**src/rtl/pong_pkg.sv**
```systemverilog
// rtl/pong_pkg.sv - shared geometry, colours, reset positions and 7-seg helpers for pong
package pong_pkg;

    localparam int H_VIDEO    = 640;
    localparam int V_VIDEO    = 480;
    localparam int SQ_W       = 16;
    localparam int PDL_W      = 12;
    localparam int PDL_H      = 96;

    localparam int SQ_X_RST   = 320;
    localparam int SQ_Y_RST   = 240;
    localparam int PDL1_X_RST = 24;
    localparam int PDL1_Y_RST = 191;
    localparam int PDL2_X_RST = 603;
    localparam int PDL2_Y_RST = 191;

    localparam logic [11:0] FG_RGB    = 12'hFFF;
    localparam logic [11:0] NET_RGB   = 12'h888;
    localparam logic [11:0] SCORE_RGB = 12'hAAA;

    localparam int NET_X_LO   = 318;
    localparam int NET_X_HI   = 321;

    localparam int DIG_W      = 16;
    localparam int DIG_H      = 28;
    localparam int DIG_STROKE = 4;
    localparam int DIG_MID    = (DIG_H - DIG_STROKE) / 2;
    localparam int DIG_Y      = 16;
    localparam int P1_TENS_X  = 256;
    localparam int P1_UNITS_X = 280;
    localparam int P2_TENS_X  = 344;
    localparam int P2_UNITS_X = 368;

    typedef struct packed {
        logic [9:0] sq_x;
        logic [9:0] sq_y;
        logic [9:0] pdl1_x;
        logic [9:0] pdl1_y;
        logic [9:0] pdl2_x;
        logic [9:0] pdl2_y;
        logic       sq_shown;
    } sprite_snap_t;

    localparam sprite_snap_t SNAP_RST = '{
        sq_x:     10'(SQ_X_RST),
        sq_y:     10'(SQ_Y_RST),
        pdl1_x:   10'(PDL1_X_RST),
        pdl1_y:   10'(PDL1_Y_RST),
        pdl2_x:   10'(PDL2_X_RST),
        pdl2_y:   10'(PDL2_Y_RST),
        sq_shown: 1'b0
    };

    // Segment mask bit order {g,f,e,d,c,b,a}; codes above 9 are dark.
    function automatic logic [6:0] seg_mask(input logic [3:0] d);
        case (d)
            4'd0:    return 7'h3F;
            4'd1:    return 7'h06;
            4'd2:    return 7'h5B;
            4'd3:    return 7'h4F;
            4'd4:    return 7'h66;
            4'd5:    return 7'h6D;
            4'd6:    return 7'h7D;
            4'd7:    return 7'h07;
            4'd8:    return 7'h7F;
            4'd9:    return 7'h6F;
            default: return 7'h00;
        endcase
    endfunction

    // Widened to 11 bits so base+len near the top of the 10-bit range cannot wrap.
    function automatic logic in_span(input logic [9:0] p, input logic [9:0] base,
                                     input logic [10:0] len);
        logic [10:0] p11;
        logic [10:0] b11;
        p11 = {1'b0, p};
        b11 = {1'b0, base};
        return (p11 >= b11) && (p11 < (b11 + len));
    endfunction

    function automatic logic [3:0] tens_of(input logic [3:0] s);
        return (s >= 4'd10) ? 4'd1 : 4'd0;
    endfunction

    function automatic logic [3:0] units_of(input logic [3:0] s);
        return (s >= 4'd10) ? (s - 4'd10) : s;
    endfunction

    function automatic logic [9:0] digit_x(input int idx);
        case (idx)
            0:       return 10'(P1_TENS_X);
            1:       return 10'(P1_UNITS_X);
            2:       return 10'(P2_TENS_X);
            default: return 10'(P2_UNITS_X);
        endcase
    endfunction

endpackage

```
**src/rtl/pong_renderer_if.sv**
```systemverilog
// rtl/pong_renderer_if.sv - pixel timing, game state and VGA output bundle for the renderer
interface pong_renderer_if;
    logic [9:0]  px_x;
    logic [9:0]  px_y;
    logic        video_on;
    logic        hsync_in;
    logic        vsync_in;
    logic        frame_start;
    logic [9:0]  sq_xpos;
    logic [9:0]  sq_ypos;
    logic [9:0]  pdl1_xpos;
    logic [9:0]  pdl1_ypos;
    logic [9:0]  pdl2_xpos;
    logic [9:0]  pdl2_ypos;
    logic        sq_shown;
    logic [3:0]  score_p1;
    logic [3:0]  score_p2;
    logic [11:0] rgb;
    logic        hsync_out;
    logic        vsync_out;

    modport master (
        output px_x, px_y, video_on, hsync_in, vsync_in, frame_start,
        output sq_xpos, sq_ypos, pdl1_xpos, pdl1_ypos, pdl2_xpos, pdl2_ypos,
        output sq_shown, score_p1, score_p2,
        input  rgb, hsync_out, vsync_out
    );

    modport slave (
        input  px_x, px_y, video_on, hsync_in, vsync_in, frame_start,
        input  sq_xpos, sq_ypos, pdl1_xpos, pdl1_ypos, pdl2_xpos, pdl2_ypos,
        input  sq_shown, score_p1, score_p2,
        output rgb, hsync_out, vsync_out
    );
endinterface

```
**src/rtl/seg7_glyph.sv**
```systemverilog
// rtl/seg7_glyph.sv - combinational 7-segment glyph: digit plus in-box offset to lit pixel
module seg7_glyph
    import pong_pkg::*;
(
    input  logic [3:0] digit,
    input  logic [3:0] dx,
    input  logic [4:0] dy,
    output logic       lit
);
    logic [6:0] m;
    logic       left;
    logic       right;
    logic       top;
    logic       mid;
    logic       bot;
    logic       upper;
    logic       lower;

    assign m     = seg_mask(digit);
    assign left  = dx < 4'(DIG_STROKE);
    assign right = dx >= 4'(DIG_W - DIG_STROKE);
    assign top   = dy < 5'(DIG_STROKE);
    assign mid   = (dy >= 5'(DIG_MID)) && (dy < 5'(DIG_MID + DIG_STROKE));
    assign bot   = (dy >= 5'(DIG_H - DIG_STROKE)) && (dy < 5'(DIG_H));
    // Upper and lower verticals share the middle bar's rows so the strokes join.
    assign upper = dy < 5'(DIG_MID + DIG_STROKE);
    assign lower = (dy >= 5'(DIG_MID)) && (dy < 5'(DIG_H));

    assign lit = (m[0] & top)
               | (m[1] & right & upper)
               | (m[2] & right & lower)
               | (m[3] & bot)
               | (m[4] & left & lower)
               | (m[5] & left & upper)
               | (m[6] & mid);
endmodule

```
**src/rtl/pong_renderer.sv**
```systemverilog
// rtl/pong_renderer.sv - per-frame snapshotted sprite/score renderer, fixed 2-cycle pixel pipeline
// Score digits are drawn only when PONG_SCORE_EN is defined.
module pong_renderer
    import pong_pkg::*;
(
    input  logic            clk_0,
    input  logic            rst,
    pong_renderer_if.slave  bus
);
    sprite_snap_t snap;
    sprite_snap_t snap_d;

    logic sq_hit;
    logic pdl_hit;
    logic net_px;
    logic score_px;

    logic s1_valid;
    logic s1_video_on;
    logic s1_hs;
    logic s1_vs;
    logic s1_sq;
    logic s1_pdl;
    logic s1_score;
    logic s1_net;

    logic [11:0] rgb_q;
    logic        hs_q;
    logic        vs_q;

    assign snap_d = '{
        sq_x:     bus.sq_xpos,
        sq_y:     bus.sq_ypos,
        pdl1_x:   bus.pdl1_xpos,
        pdl1_y:   bus.pdl1_ypos,
        pdl2_x:   bus.pdl2_xpos,
        pdl2_y:   bus.pdl2_ypos,
        sq_shown: bus.sq_shown
    };

    // Game state only moves at frame boundaries so a frame never tears.
    always_ff @(posedge clk_0 or negedge rst) begin
        if (!rst) begin
            snap <= SNAP_RST;
        end else if (bus.frame_start) begin
            snap <= snap_d;
        end
    end

`ifdef PONG_SCORE_EN
    logic [3:0] score_p1_q;
    logic [3:0] score_p2_q;
    logic [3:0] dig_val [4];
    logic [3:0] box_on;
    logic [3:0] glyph_lit;
    logic [3:0] dig_show;

    always_ff @(posedge clk_0 or negedge rst) begin
        if (!rst) begin
            score_p1_q <= 4'd0;
            score_p2_q <= 4'd0;
        end else if (bus.frame_start) begin
            score_p1_q <= bus.score_p1;
            score_p2_q <= bus.score_p2;
        end
    end

    assign dig_val[0] = tens_of(score_p1_q);
    assign dig_val[1] = units_of(score_p1_q);
    assign dig_val[2] = tens_of(score_p2_q);
    assign dig_val[3] = units_of(score_p2_q);

    for (genvar i = 0; i < 4; i++) begin : g_digit
        localparam logic [9:0] BX = digit_x(i);

        assign box_on[i] = in_span(bus.px_x, BX, 11'(DIG_W))
                        && in_span(bus.px_y, 10'(DIG_Y), 11'(DIG_H));
        // Tens digits (even slots) are blanked when zero; units always show.
        assign dig_show[i] = ((i % 2) == 1) || (dig_val[i] != 4'd0);

        seg7_glyph u_glyph (
            .digit (dig_val[i]),
            .dx    (4'(bus.px_x - BX)),
            .dy    (5'(bus.px_y - 10'(DIG_Y))),
            .lit   (glyph_lit[i])
        );
    end

    assign score_px = |(box_on & glyph_lit & dig_show);
`else
    logic unused_score;
    assign unused_score = ^{bus.score_p1, bus.score_p2};
    assign score_px     = 1'b0;
`endif

    assign sq_hit  = snap.sq_shown
                  && in_span(bus.px_x, snap.sq_x, 11'(SQ_W))
                  && in_span(bus.px_y, snap.sq_y, 11'(SQ_W));
    assign pdl_hit = (in_span(bus.px_x, snap.pdl1_x, 11'(PDL_W))
                   && in_span(bus.px_y, snap.pdl1_y, 11'(PDL_H)))
                  || (in_span(bus.px_x, snap.pdl2_x, 11'(PDL_W))
                   && in_span(bus.px_y, snap.pdl2_y, 11'(PDL_H)));
    assign net_px  = (bus.px_x >= 10'(NET_X_LO)) && (bus.px_x <= 10'(NET_X_HI))
                  && !bus.px_y[4];

    always_ff @(posedge clk_0 or negedge rst) begin
        if (!rst) begin
            s1_valid    <= 1'b0;
            s1_video_on <= 1'b0;
            s1_hs       <= 1'b1;
            s1_vs       <= 1'b1;
            s1_sq       <= 1'b0;
            s1_pdl      <= 1'b0;
            s1_score    <= 1'b0;
            s1_net      <= 1'b0;
        end else begin
            s1_valid    <= 1'b1;
            s1_video_on <= bus.video_on;
            s1_hs       <= bus.hsync_in;
            s1_vs       <= bus.vsync_in;
            s1_sq       <= sq_hit;
            s1_pdl      <= pdl_hit;
            s1_score    <= score_px;
            s1_net      <= net_px;
        end
    end

    always_ff @(posedge clk_0 or negedge rst) begin
        if (!rst) begin
            rgb_q <= 12'h000;
            hs_q  <= 1'b1;
            vs_q  <= 1'b1;
        end else begin
            hs_q <= s1_hs;
            vs_q <= s1_vs;
            if (!s1_valid || !s1_video_on) begin
                rgb_q <= 12'h000;
            end else if (s1_sq || s1_pdl) begin
                rgb_q <= FG_RGB;
            end else if (s1_score) begin
                rgb_q <= SCORE_RGB;
            end else if (s1_net) begin
                rgb_q <= NET_RGB;
            end else begin
                rgb_q <= 12'h000;
            end
        end
    end

    assign bus.rgb       = rgb_q;
    assign bus.hsync_out = hs_q;
    assign bus.vsync_out = vs_q;
endmodule

```
**src/flat_wrapper.sv**
```systemverilog
// flat-port wrapper written by rule: the top's interface ports become plain ports
module pong_renderer_flat import pong_pkg::*;
  (clk_0, rst, bus_px_x, bus_px_y, bus_video_on, bus_hsync_in, bus_vsync_in, bus_frame_start, bus_sq_xpos, bus_sq_ypos, bus_pdl1_xpos, bus_pdl1_ypos, bus_pdl2_xpos, bus_pdl2_ypos, bus_sq_shown, bus_score_p1, bus_score_p2, bus_rgb, bus_hsync_out, bus_vsync_out);
  pong_renderer_if bus_i ();
  input  logic clk_0;
  input  logic rst;
  input wire logic [$bits(bus_i.px_x)-1:0] bus_px_x;
  input wire logic [$bits(bus_i.px_y)-1:0] bus_px_y;
  input wire logic [$bits(bus_i.video_on)-1:0] bus_video_on;
  input wire logic [$bits(bus_i.hsync_in)-1:0] bus_hsync_in;
  input wire logic [$bits(bus_i.vsync_in)-1:0] bus_vsync_in;
  input wire logic [$bits(bus_i.frame_start)-1:0] bus_frame_start;
  input wire logic [$bits(bus_i.sq_xpos)-1:0] bus_sq_xpos;
  input wire logic [$bits(bus_i.sq_ypos)-1:0] bus_sq_ypos;
  input wire logic [$bits(bus_i.pdl1_xpos)-1:0] bus_pdl1_xpos;
  input wire logic [$bits(bus_i.pdl1_ypos)-1:0] bus_pdl1_ypos;
  input wire logic [$bits(bus_i.pdl2_xpos)-1:0] bus_pdl2_xpos;
  input wire logic [$bits(bus_i.pdl2_ypos)-1:0] bus_pdl2_ypos;
  input wire logic [$bits(bus_i.sq_shown)-1:0] bus_sq_shown;
  input wire logic [$bits(bus_i.score_p1)-1:0] bus_score_p1;
  input wire logic [$bits(bus_i.score_p2)-1:0] bus_score_p2;
  output wire logic [$bits(bus_i.rgb)-1:0] bus_rgb;
  output wire logic [$bits(bus_i.hsync_out)-1:0] bus_hsync_out;
  output wire logic [$bits(bus_i.vsync_out)-1:0] bus_vsync_out;
  assign bus_i.px_x = bus_px_x;
  assign bus_i.px_y = bus_px_y;
  assign bus_i.video_on = bus_video_on;
  assign bus_i.hsync_in = bus_hsync_in;
  assign bus_i.vsync_in = bus_vsync_in;
  assign bus_i.frame_start = bus_frame_start;
  assign bus_i.sq_xpos = bus_sq_xpos;
  assign bus_i.sq_ypos = bus_sq_ypos;
  assign bus_i.pdl1_xpos = bus_pdl1_xpos;
  assign bus_i.pdl1_ypos = bus_pdl1_ypos;
  assign bus_i.pdl2_xpos = bus_pdl2_xpos;
  assign bus_i.pdl2_ypos = bus_pdl2_ypos;
  assign bus_i.sq_shown = bus_sq_shown;
  assign bus_i.score_p1 = bus_score_p1;
  assign bus_i.score_p2 = bus_score_p2;
  assign bus_rgb = bus_i.rgb;
  assign bus_hsync_out = bus_i.hsync_out;
  assign bus_vsync_out = bus_i.vsync_out;
  pong_renderer u_core (.clk_0(clk_0), .rst(rst), .bus(bus_i));
endmodule
```
**config.mk**
```make
export PLATFORM = sky130hd
export DESIGN_NAME = pong_renderer_flat
export DESIGN_NICKNAME = d
export VERILOG_FILES = /design/src/rtl/pong_pkg.sv /design/src/rtl/pong_renderer_if.sv /design/src/rtl/seg7_glyph.sv /design/src/rtl/pong_renderer.sv /design/src/flat_wrapper.sv
export SDC_FILE = /design/constraint.sdc
export NUM_CORES = 1
export LEC_CHECK = 0
export CORE_UTILIZATION = 40
export CTS_BUF_LIST = sky130_fd_sc_hd__clkbuf_16
export DETAILED_ROUTE_END_ITERATION = 16
export PLACE_DENSITY_LB_ADDON = 0.15
export SETUP_SLACK_MARGIN = 0.02
export SLEW_MARGIN = 15
export SYNTH_ARGS = -nofsm -noshare
export SYNTH_HDL_FRONTEND = slang
export SYNTH_SLANG_ARGS = --single-unit
```
**constraint.sdc**
```tcl
create_clock -name clk_0 -period 2.9 [get_ports clk_0]
set_input_delay 0.58 -clock clk_0 [delete_from_list [all_inputs] [get_ports clk_0]]
set_output_delay 0.58 -clock clk_0 [all_outputs]
set_load 0.005 [all_outputs]
```
==> out/summary.txt <==
outcome -> completed
endpoint class of the critical path -> flop
Mapped Area -> 5480 um^2
fin crit share -> 87.6%
diode count -> 0
Die ar. -> 14200 um^2
Clk Tree Root Cell -> clkbuf_16
HP Class -> in -> async
area leader, netlist -> ha_1
Pint -> 0.00241 W
Seq pwr share -> 34.9%
Top FF cell, synth -> dfrtp_1
cts repair resizes -> 0
Max stage delay on crit path -> 0.56 ns
fill count -> 1247
Lkg Pwr -> 3.22 nW
GP Congestion -> 0.851
Starting Density -> 41.2%
most frequent cell after synthesis -> ha_1
All-Layer GR Usage -> 19.4%
cells along the critical path -> inv_2 -> nor3_4 -> and3_1 -> o21ai_0 -> xnor2_1 -> ha_1 -> o2111ai_1 -> a31o_1 -> a32oi_1 -> a211oi_2 -> a32o_1
hold violation total from the final report -> 0
combinational group share of total power -> 26.7%
RSZ-0062 raised after global routing -> no
R2R Path Start -> u_core.snap[35]
IO Count -> 109
clock buffer depth -> 2
Avg Inst Size Synth -> 9.36 um^2
initial antenna violation count -> 0
number of synthesized flops with an enable pin -> 0
row count -> 42
Cells after Synth -> 585
largest net degree at the start of global routing -> 77
Synth async-reset ratio -> 100%
Seq. cell area -> 1840 um^2
Slew Limit Fails -> 0
Final setup violation count -> 0
Core Util, Final -> 52.7%
clock power share -> 38.3%
Slew @ Worst Pin -> 0.710 ns
CTS clk-pin slew, worst paths -> 0.06 ns
WS Path Type -> reg -> reg
critical path arrival -> 2.77 ns
largest cells by area after synthesis -> ha_1 24%, dfrtp_1 18%, dfstp_2 15%
commonest cells in the synthesized netlist -> 104 x ha_1, 76 x o21ai_0, 60 x inv_1, 60 x nand2_1, 40 x dfrtp_1
die span in x -> 119 um
clk sinks -> 72
startpoint types -> flop
vias in the first global route -> 4678
Post-DP HPWL -> 10200 um
max_cap viols -> 0
power per cell area -> 483 nW/um^2
Sw Share -> 28.7%
Top delay family on crit path -> compound AO/OA/AOI/OAI gates
Yosys top cell area share -> 23.8%
DRC Markers -> 0
Seq cells post-synth -> 72
core area -> 13300 um^2
Crit-path slowest cell -> dfstp_2
minimum clock period -> 2.54 ns
share of cells above drive strength 1 -> 12.0%
Worst Skew -> 0.00557 ns
Overflow after GRT -> 0
hold buffers post-CTS -> 0
CTS tree -> done
Yosys warnings -> 0
CP max FO -> 4
clk_lat worst skew -> 0.34 ns
f_max -> 394 MHz
first-pass GRT wire length -> 21900 um
via count -> 4450
Unique masters post-synth -> 53
wirelength, routed -> 13000 um
sequential-to-total area share from yosys stat -> 33.6%
vias per inst -> 5.14
synthesized net count -> 784
fin nets -> 884
CP bufs+invs -> 1
TNS Setup -> 0 ns
area occupied by multi-input gates -> 3260 um^2
cells on worst reg2reg path -> 11
Area Growth Syn to Fin -> 28.0%
R2R setup slack -> 0.36 ns
Req. time, crit path -> 3.13 ns
RR Endpoint -> u_core.s1_pdl
postcts setup bufs -> 0
first-pass detailed-route iteration total -> 4
switching power -> 0.000970 W
slew margin rel. -> 52.6%
TritonCTS Buffers -> 9
initial DRC count -> 135
Die Height -> 119 um
H-tree lvl count -> 3
port bufs -> 100
non-filler cells, final -> 866
Max IR drop VDD -> 0.257 mV
dpl cells -> 850
drt wl/cell -> 15.0 um
post-route antenna net violation count -> 0
[cells by family after synthesis]
family	share of synthesized area (%)
AO/OA/AOI/OAI	18.8
AND/OR/NAND/NOR	11.4
adder cells (fa/ha/maj)	23.8
buffers and inverters	6.76
flip-flops	33.6
XOR/XNOR	4.16
multiplexers	1.44
other	0.0685
[worst max-delay path by stage]
stage,startpoint,to,slack (ns),cells after the start
6_report,u_core.snap[35],u_core.s1_pdl,0.36,11
5_1_grt,u_core.snap[34],u_core.s1_pdl,0.19,11
4_1_cts,u_core.snap[35],u_core.s1_pdl,0.35,11
3_5_place_dp,bus_px_x[0],u_core.s1_pdl,0.23,9
3_3_place_gp,bus_px_x[0],u_core.s1_pdl,0.22,9
2_1_floorplan,u_core.snap[35],u_core.s1_pdl,0.62,11
[through the flow]
stage	hold WS [ns]	worst slack [ns]	total power (W)	cell area (um^2)
6_report	0.250	0.360	0.00338	7010
5_1_grt	0.299	0.191	0.00361	7010
4_1_cts	0.269	0.348	0.00343	7010
3_5_place_dp	0.348	0.227	0.00210	6660
3_3_place_gp	0.346	0.223	0.00207	6660
2_1_floorplan	0.284	0.623	0.00176	5480
[layer usage]
metal | global-route usage, % | share of wire (%) | vias up
met2 | 33.5 | 49 | 80
met3 | 3.45 | 4.1 | 15
li1 | - | - | 2265
met4 | 8.54 | 2.1 | 0
met1 | 23.5 | 45 | 2090
met5 | 0 | 0 | -
[registers in the layout, summed over array words and instances (netlist names)]
register / cells
u_core.s1_vs: 1
u_core.s1_video_on: 1
u_core.bus.rgb: 2
u_core.snap: 61
u_core.s1_valid: 1
u_core.s1_net: 1
u_core.s1_hs: 1
u_core.bus.vsync_out: 1
u_core.s1_pdl: 1
u_core.bus.hsync_out: 1
u_core.s1_sq: 1
[final cells by class]
class	instances	area share, %
multi-input combinational	426	46.6
sequential	72	26.3
timing repair buffer	112	15.6
inverter	64	3.43
clock buffer	9	3.21
tap	176	3.14
clock inverter	7	1.71
[placed cells by master (no fill, tap or decap), types with 8 or more instances in the layout]
| master | count |
|---|---|
| ha_1 | 104 |
| nand2_1 | 60 |
| o21ai_0 | 76 |
| buf_4 | 12 |
| dfstp_2 | 32 |
| xnor2_1 | 22 |
| clkbuf_16 | 9 |
| inv_1 | 60 |
| dfrtp_1 | 40 |
| nor2b_1 | 8 |
| nand3_1 | 11 |
| a21o_1 | 18 |
| a21oi_1 | 26 |
| clkdlybuf4s50_1 | 98 |
| nand4_1 | 9 |
[power by group through the flow]
stage	registers, W	clock network (W)	logic [W]
final	0.00118	0.00130	0.000904
after global routing	0.00120	0.00138	0.00103
after CTS	0.00118	0.00133	0.000914
after detailed placement	0.00120	0	0.000905
after global placement	0.00120	0	0.000870
after floorplan	0.00118	0	0.000576
Power figures use the tool's default switching activity.
==> edit: new RTL, same settings <==
The option `PONG_SCORE_EN` is turned on by a define.
--- a/src/rtl/pong_renderer.sv
+++ b/src/rtl/pong_renderer.sv
@@ -1,5 +1,7 @@
 // rtl/pong_renderer.sv - per-frame snapshotted sprite/score renderer, fixed 2-cycle pixel pipeline
 // Score digits are drawn only when PONG_SCORE_EN is defined.
+`define PONG_SCORE_EN
+
 module pong_renderer
     import pong_pkg::*;
 (
Check against the original RTL: not equivalent (Yosys sat finds a counterexample within 4 cycles, from zero or initial values and one cycle with rst low).
==> edit against the original RTL <==
- worst setup slack worse by 0.13 ns
- final area up 17%
- die area up 20%
- power up 4.3%
- core utilization down 1.4 points
- area after synthesis up 20%
- first-iteration DRC count up 120%
- sequential cell count up 10
- highest routed layer unchanged
- largest cell class unchanged
- routed wire length up 33%
==> edit: results (changes against the original RTL) <==
stage	metric	value	unit	change
logic_synthesis	post_synth_most_frequent_cells	sky130_fd_sc_hd__ha_1, sky130_fd_sc_hd__o21ai_0, sky130_fd_sc_hd__nand2_1, sky130_fd_sc_hd__inv_1, sky130_fd_sc_hd__dfrtp_1		
route	dr_total_vias	5743		+29%
pwr	power.switching	1.15	mW	+18%
route	avgViaCountPerCell	5.33		+3.7%
route	m1WireLength	8.06	mm	+38%
logic_synthesis	synth-compound-area-share	20.7	%	+1.9 points
logic_synthesis	synth_cell_type_count	67		+26%
place	detailedPlace.worstSlack	0.173	ns	-0.0543 ns
pwr	leakage	3.68	nW	+14%
route	route.met3.wl	641	µm	+20%
global_routing	grt_max_degree	62		-19%
timing	fmaxAchievable	375	MHz	-4.8%
worst_setup_path	cp_max_fo	3		-1
route	wire_per_inst	16.0	µm	+7.2%
worst_setup_path	ff2ff_setup_slack	0.23	ns	-0.13 ns
layout	post_route_cells_drive_above_1_share	9.74	%	-2.3 points
worst_setup_path	worst-endpoint-arrival	2.92	ns	+0.15 ns
place	place_hpwl	13.4	mm	+32%
global_routing	grt_resource_usage_total	21.7	%	+2.3 points
global_routing	via_count_of_the_first_global_routing_pass	5791		+24%
place	gp_routability_congestion	0.949		+12%
status	outcome	completed		
worst_setup_path	worstRegToRegCells	10		-1
global_routing	groute.layer.met3.usage	2.58	%	-0.87 points
logic_synthesis	post_synth_main_area_contributors	sky130_fd_sc_hd__ha_1, sky130_fd_sc_hd__dfrtp_1, sky130_fd_sc_hd__dfstp_2		
pwr	share_comb_of_total_power	32.2	%	+5.5 points
place	port-buffer-count	108		+8.0%
place	dpl_cell_area	0.00791	mm²	+19%
pwr	cell_internal_pwr	2.38	mW	-1.3%
route	detail_route.first_pass.iterations	5		+1
worst_setup_path	regToRegStartpoint	u_core.snap[34]		
logic_synthesis	post_synth_mux_area_share	1.54	%	+0.10 points
global_routing	grt_use_met2	36.6	%	+3.1 points
logic_synthesis	post_synth_xor_area_fraction	3.60	%	-0.56 points
logic_synthesis	post_synth_fa_ha_maj_area_fraction	21.2	%	-2.6 points
timing	fin_worst_skew	0.00388	ns	-0.00169 ns
logic_synthesis	synth-seq-area-share	31.9	%	-1.8 points
timing	fin_worst_hold_slack	0.182	ns	-0.0687 ns
layout	nets_finish	1063		+20%
pwr	power_frac_seq	38.5	%	+3.6 points
==> edit: worst max-delay path, stage by stage, from the launching register on <==
cell,delay [ns]
sky130_fd_sc_hd__dfstp_2,0.54
sky130_fd_sc_hd__inv_1,0.07
sky130_fd_sc_hd__ha_1,0.24
sky130_fd_sc_hd__nor3_2,0.19
sky130_fd_sc_hd__xnor2_1,0.10
sky130_fd_sc_hd__ha_1,0.19
sky130_fd_sc_hd__or4_1,0.49
sky130_fd_sc_hd__o221ai_1,0.20
sky130_fd_sc_hd__a2111o_1,0.17
sky130_fd_sc_hd__o2111ai_1,0.14
sky130_fd_sc_hd__o32ai_1,0.24
==> edit: what timing repair did <==
item	in CTS	in global routing
endpoints found under the setup margin	0	1
gates resized for setup	0	2
endpoints found under the hold margin	0	0
==> edit: layout make-up <==
type	instances	area [µm²]
Clock buffer	9	225
Clock inverter	7	28.8
Fill cell	1462	7760
Inverter	80	300
Multi-Input combinational cell	557	4030
Sequential cell	82	2090
Tap cell	216	270
Timing Repair Buffer	127	1230
